<file path="config.mk">
export PLATFORM = sky130hd
export DESIGN_NAME = neuron_mac_accumulator
export DESIGN_NICKNAME = d
export VERILOG_FILES = /design/src/rtl/neuron_mac_accumulator.sv
export SDC_FILE = /design/constraint.sdc
export NUM_CORES = 1
export LEC_CHECK = 0
export CAP_MARGIN = 20
export CORE_UTILIZATION = 45
export CTS_BUF_LIST = sky130_fd_sc_hd__clkbuf_8
export DETAILED_ROUTE_END_ITERATION = 6
export PLACE_DENSITY_LB_ADDON = 0.2
export SYNTH_ARGS = -nofsm -noshare
export SYNTH_HDL_FRONTEND = slang
export SYNTH_HIERARCHICAL = 1
export SYNTH_SLANG_ARGS = --single-unit
</file>
<file path="constraint.sdc">
create_clock -name clk -period 5.4 [get_ports clk]
set_input_delay 1.08 -clock clk [delete_from_list [all_inputs] [get_ports clk]]
set_output_delay 1.08 -clock clk [all_outputs]
set_load 0.01 [all_outputs]
</file>
<file path="src/rtl/neuron_mac_accumulator.sv">
// Streaming MAC neuron stage: one 8x8 unsigned product per accepted beat,
// N_INPUTS products plus a bias accumulated, scaled by SHIFT and clamped to
// an 8-bit activation presented on a valid/ready output.

// Unsigned 8x8 multiplier, purely combinational.
module multiplier_8bit (
  input  logic [7:0]  a,
  input  logic [7:0]  b,
  output logic [15:0] product
);

  // Shift-and-add: one partial product per multiplier bit.
  always_comb begin
    product = '0;
    for (int unsigned i = 0; i < 8; i++) begin
      if (b[i]) begin
        product = product + (16'(a) << i);
      end
    end
  end

endmodule

module neuron_mac_accumulator #(
  parameter int N_INPUTS = 16,
  parameter int ACC_W    = 24,
  parameter int SHIFT    = 4
) (
  input  logic        clk,
  input  logic        rst_n,
  input  logic        in_valid,
  output logic        in_ready,
  input  logic [7:0]  in_x,
  input  logic [7:0]  in_w,
  input  logic [15:0] bias,
  output logic        out_valid,
  input  logic        out_ready,
  output logic [7:0]  out_y,
  output logic        out_sat,
  output logic        busy
);

  localparam int               CNT_W    = $clog2(N_INPUTS);
  localparam logic [CNT_W-1:0] CNT_LAST = CNT_W'(N_INPUTS - 1);

  typedef enum logic [1:0] {
    ST_ACC,
    ST_FLUSH,
    ST_HOLD
  } state_t;

  state_t           state;
  state_t           state_nxt;

  logic [15:0]      mult_p;
  logic [15:0]      prod_q;
  logic             prod_v;
  logic [ACC_W-1:0] acc;
  logic [CNT_W-1:0] cnt;
  logic [15:0]      bias_q;

  logic             accept;
  logic             out_fire;

  logic [ACC_W-1:0] sum_flush;
  logic [ACC_W-1:0] sum_shr;
  logic             sat_flush;
  logic [7:0]       y_flush;

  assign accept   = in_valid && in_ready;
  assign out_fire = out_valid && out_ready;

  multiplier_8bit u_mult (
    .a       (in_x),
    .b       (in_w),
    .product (mult_p)
  );

  // State register.
  always_ff @(posedge clk or negedge rst_n) begin
    if (!rst_n) begin
      state <= ST_ACC;
    end else begin
      state <= state_nxt;
    end
  end

  // Next-state logic: last beat -> one flush cycle -> hold until accepted.
  always_comb begin
    state_nxt = state;
    case (state)
      ST_ACC: begin
        if (accept && (cnt == CNT_LAST)) begin
          state_nxt = ST_FLUSH;
        end
      end
      ST_FLUSH: begin
        state_nxt = ST_HOLD;
      end
      ST_HOLD: begin
        if (out_fire) begin
          state_nxt = ST_ACC;
        end
      end
      default: begin
        state_nxt = ST_ACC;
      end
    endcase
  end

  // State-decoded outputs; in_ready deliberately ignores out_ready.
  always_comb begin
    in_ready = (state == ST_ACC);
    busy     = (state != ST_ACC) || (cnt != '0);
  end

  // Product pipeline register; a pending product is consumed every edge.
  always_ff @(posedge clk or negedge rst_n) begin
    if (!rst_n) begin
      prod_q <= '0;
      prod_v <= 1'b0;
    end else if (out_fire) begin
      prod_v <= 1'b0;
    end else begin
      prod_v <= accept;
      if (accept) begin
        prod_q <= mult_p;
      end
    end
  end

  // Accumulator; the final product is folded in by the flush sum instead.
  always_ff @(posedge clk or negedge rst_n) begin
    if (!rst_n) begin
      acc <= '0;
    end else if (out_fire) begin
      acc <= '0;
    end else if (prod_v && (state == ST_ACC)) begin
      acc <= acc + ACC_W'(prod_q);
    end
  end

  // Beat counter; parks at the last index until the result is taken.
  always_ff @(posedge clk or negedge rst_n) begin
    if (!rst_n) begin
      cnt <= '0;
    end else if (out_fire) begin
      cnt <= '0;
    end else if (accept && (cnt != CNT_LAST)) begin
      cnt <= cnt + 1'b1;
    end
  end

  // Bias captured with the first beat of each vector.
  always_ff @(posedge clk or negedge rst_n) begin
    if (!rst_n) begin
      bias_q <= '0;
    end else if (accept && (cnt == '0)) begin
      bias_q <= bias;
    end
  end

  // Biased sum, scaled and clamped to the 8-bit activation range.
  always_comb begin
    sum_flush = acc + ACC_W'(prod_q) + ACC_W'(bias_q);
    sum_shr   = sum_flush >> SHIFT;
    sat_flush = |sum_shr[ACC_W-1:8];
    y_flush   = sat_flush ? 8'hFF : sum_shr[7:0];
  end

  // Result register: loaded on flush, held until the output handshake.
  always_ff @(posedge clk or negedge rst_n) begin
    if (!rst_n) begin
      out_valid <= 1'b0;
      out_y     <= '0;
      out_sat   <= 1'b0;
    end else if (state == ST_FLUSH) begin
      out_valid <= 1'b1;
      out_y     <= y_flush;
      out_sat   <= sat_flush;
    end else if (out_fire) begin
      out_valid <= 1'b0;
    end
  end

endmodule

</file>
==> impl_metrics.py <==
metrics = {
    "status": {
        "status": "complete, but fails checks",
        "violations": "setup timing",
    },
    "sta": {
        "max_freq_mhz": 116,
        "rsz0062_at_grt": "true",
        "period_share": 1.60,
        "finalSetupTns_ns": -26.31,
        "post-route-min-period_ns": 8.62,
        "finalHoldViolCount": 0,
        "worst_slew_pin_slew_ns": 0.901,
        "fin_ws_ns": -3.22,
        "max_slew_margin": 0.398,
        "setup_viol": 10,
        "final_max_slew_viol_count": 0,
        "skew_ns": 0.0112,
    },
    "synthesis": {
        "synth.ff_latch_count": 73,
        "postSynthAreaPerCell_um2": 8.22,
        "ys_seq_area_frac": 0.235,
        "async_reset_ff_frac": 1.00,
        "synthDominantCellAreaShare": 0.235,
        "synthFlopType": "dfrtp_1",
        "yosys_warnings": 6,
        "synthCells": 947,
        "ys_top_cells_by_area": "dfrtp_1, ha_1, nand2_1",
        "synth_edf_count": 0,
        "synth_area_um2": 7780,
        "synth.largest_area_cell": "dfrtp_1",
        "yosysUniqueCellTypes": 91,
        "syn_nets": 1081,
    },
    "cts": {
        "worstSkewPairLatency_ns": 0.36,
        "htree_num_levels": 3,
        "clkTransAtPathRegs_ns": 0.07,
        "cts_tree": "yes",
        "clock_tree.root_cell": "clkbuf_8",
        "cts_buffers": 9,
        "cts_max_path_buffers": 2,
        "numClockSinks": 73,
    },
    "setup_path": {
        "rr_endpoint": "out_y[6]",
        "arrival_ns": 8.91,
        "cp_slowest_cell": "a2111o_1",
        "cp-start-kind": "input port",
        "cpMostUsedCell": "ha_4",
        "required_ns": 5.70,
        "reg2reg_from": "prod_q[0]",
        "worst_setup_path_end_kind": "flop",
        "reg2reg_depth": 18,
        "r2r_slack_ns": 0.80,
        "path_max_fanout": 6,
        "critPathKind": "input port to flop",
        "max_stage_delay_ns": 0.44,
    },
    "routing": {
        "drc_errors": 0,
        "drt_wl_total_mm": 23.3,
        "first_pass_iters": 5,
        "vias_per_cell": 5.61,
        "drtAntennaViolNets": 0,
        "wire_per_inst_um": 16.5,
        "vias": 7902,
        "dr.first_iter.drc_count": 522,
    },
    "place": {
        "place_congestion": 0.909,
        "port-buffer-count": 47,
        "dp_hpwl_mm": 16.5,
    },
    "final_layout": {
        "areaGrowthSynthToFinish_pct": 41.7,
        "final_cell_mix": "buf_4, nand2_1, dfrtp_1",
        "nets": 1318,
        "drive_gt1_frac": 0.347,
        "antenna_cells": 0,
        "final_common_cell": "buf_4",
        "fill_cells": 1390,
        "utilization": 0.658,
    },
    "die": {
        "design.core.area_um2": 16800,
        "fp-row-count": 47,
        "io_pins": 48,
        "dieArea_um2": 17800,
        "die_h_um": 134,
        "die_x_um": 134,
        "start_util": 0.464,
    },
    "worst_hold_path": {
        "min_to": "prod_q[12]",
        "hold_start": "prod_q[12]",
        "whs_path_depth": 2,
        "hold_class": "flop to flop",
    },
    "global_routing": {
        "track_usage": 0.259,
        "grt_pass1_vias": 7827,
        "grt_remaining_overflow": 0,
        "grt_max_degree": 74,
        "antenna_found_initial": 0,
        "grt_pass1_wl_mm": 37.5,
    },
    "power": {
        "power_per_cell_area_nw_per_um2": 586,
        "finalPower_mw": 6.46,
        "peakVddDrop_mv": 0.427,
        "power.leakage_nw": 5.08,
    },
    "flow_run": {
        "maxCapViolations": 0,
    },
}
==> how the worst max path moves through the flow <==
stage / startpoint / end / slack [ns] / depth (start not counted)
after floorplan: in_w[0] / prod_q[14] / -3.02 / 45
after global placement: in_w[0] / prod_q[14] / -4.21 / 43
after detailed placement: in_w[0] / prod_q[14] / -4.29 / 43
after CTS: in_x[1] / prod_q[14] / -3.04 / 50
after global routing: in_w[0] / prod_q[14] / -3.69 / 50
final: in_w[0] / prod_q[14] / -3.22 / 47
==> registers in the layout, summed over array words and instances (netlist names) <==
register,flops
prod_v,1
out_sat,1
cnt,4
acc,24
out_valid,1
out_y,8
prod_q,16
state,2
bias_q,16
==> kinds of logic after synthesis <==
group                    after synthesis  synth area share
AND/OR/NAND/NOR                      314             0.189
AO/OA/AOI/OAI                        281             0.250
adder cells (fa/ha/maj)               98             0.164
buffers and inverters                 85            0.0429
flip-flops                            73             0.235
XOR/XNOR                              60            0.0685
multiplexers                          36            0.0506
==> timing repair <==
action                                  in CTS  in global routing
buffers inserted                            47                 16
gates resized for setup                     94                 68
hold buffers                                 0                  0
endpoints found under the setup margin      11                 10
pin swaps                                   64                 59
==> area by class of cell <==
type	instances	area (um2)	area share
Tap cell	220	275	0.0250
Sequential cell	73	1830	0.166
Inverter	53	201	0.0183
Multi-Input combinational cell	789	6450	0.585
Timing Repair Buffer	258	2060	0.186
Clock inverter	5	63.8	0.00578
Clock buffer	11	151	0.0137
==> metal layers <==
layer | wire, um | vias up | global-route usage
met2 | 10900 | 185 | 0.425
met5 | 0 | - | 0
met3 | 838 | 31 | 0.0365
li1 | - | 3903 | -
met4 | 314 | 0 | 0.0486
met1 | 11300 | 3783 | 0.364
==> power breakdown <==
part           leakage, nW  internal (mW)  total, mW  switching [mW]
Sequential           0.911          0.804       1.01           0.211
Combinational         4.06           2.43       4.99            2.57
Clock                0.106          0.241      0.451           0.210
==> synth_stat cells (5+ instances only) <==
library cell    n
o21ai_1         6
xnor2_1        35
o211ai_1       13
or2_2           6
fa_1            7
dfrtp_1        73
o21a_1         13
or3_1           5
nor3_1         19
a21o_1         21
nor2_1         62
ha_1           91
nor2b_1        10
o21ai_0        43
nand2_1       136
mux2_2         27
and3_1         11
a21oi_1        93
buf_2           6
xor2_1         24
nand3_1        19
clkinv_1        5
and2_1          6
a211oi_1        8
clkbuf_1       21
o21bai_1        9
mux2i_1         9
a31oi_1         7
nand4_1         6
nand2b_1       11
inv_1          46
==> critical path, delay by kind of cell <==
family,cells,cell delay [ns]
compound gates,20,3.26
fa+ha+maj,8,1.99
simple gates,12,1.68
xor+xnor,3,0.60
buf+inv,4,0.27
==> stage by stage <==
step / std cells / area (um2) / hold WS, ns / setup WS (ns)
after global placement: 1332 / 9690 / 0.468 / -4.21
after floorplan: 947 / 7960 / 0.445 / -3.02
final: 1409 / 11000 / 0.493 / -3.22
after CTS: 1395 / 10600 / 0.483 / -3.04
after global routing: 1409 / 11000 / 0.527 / -3.69
after detailed placement: 1332 / 9690 / 0.468 / -4.29
No activity file was read; power rests on OpenSTA's default activity.
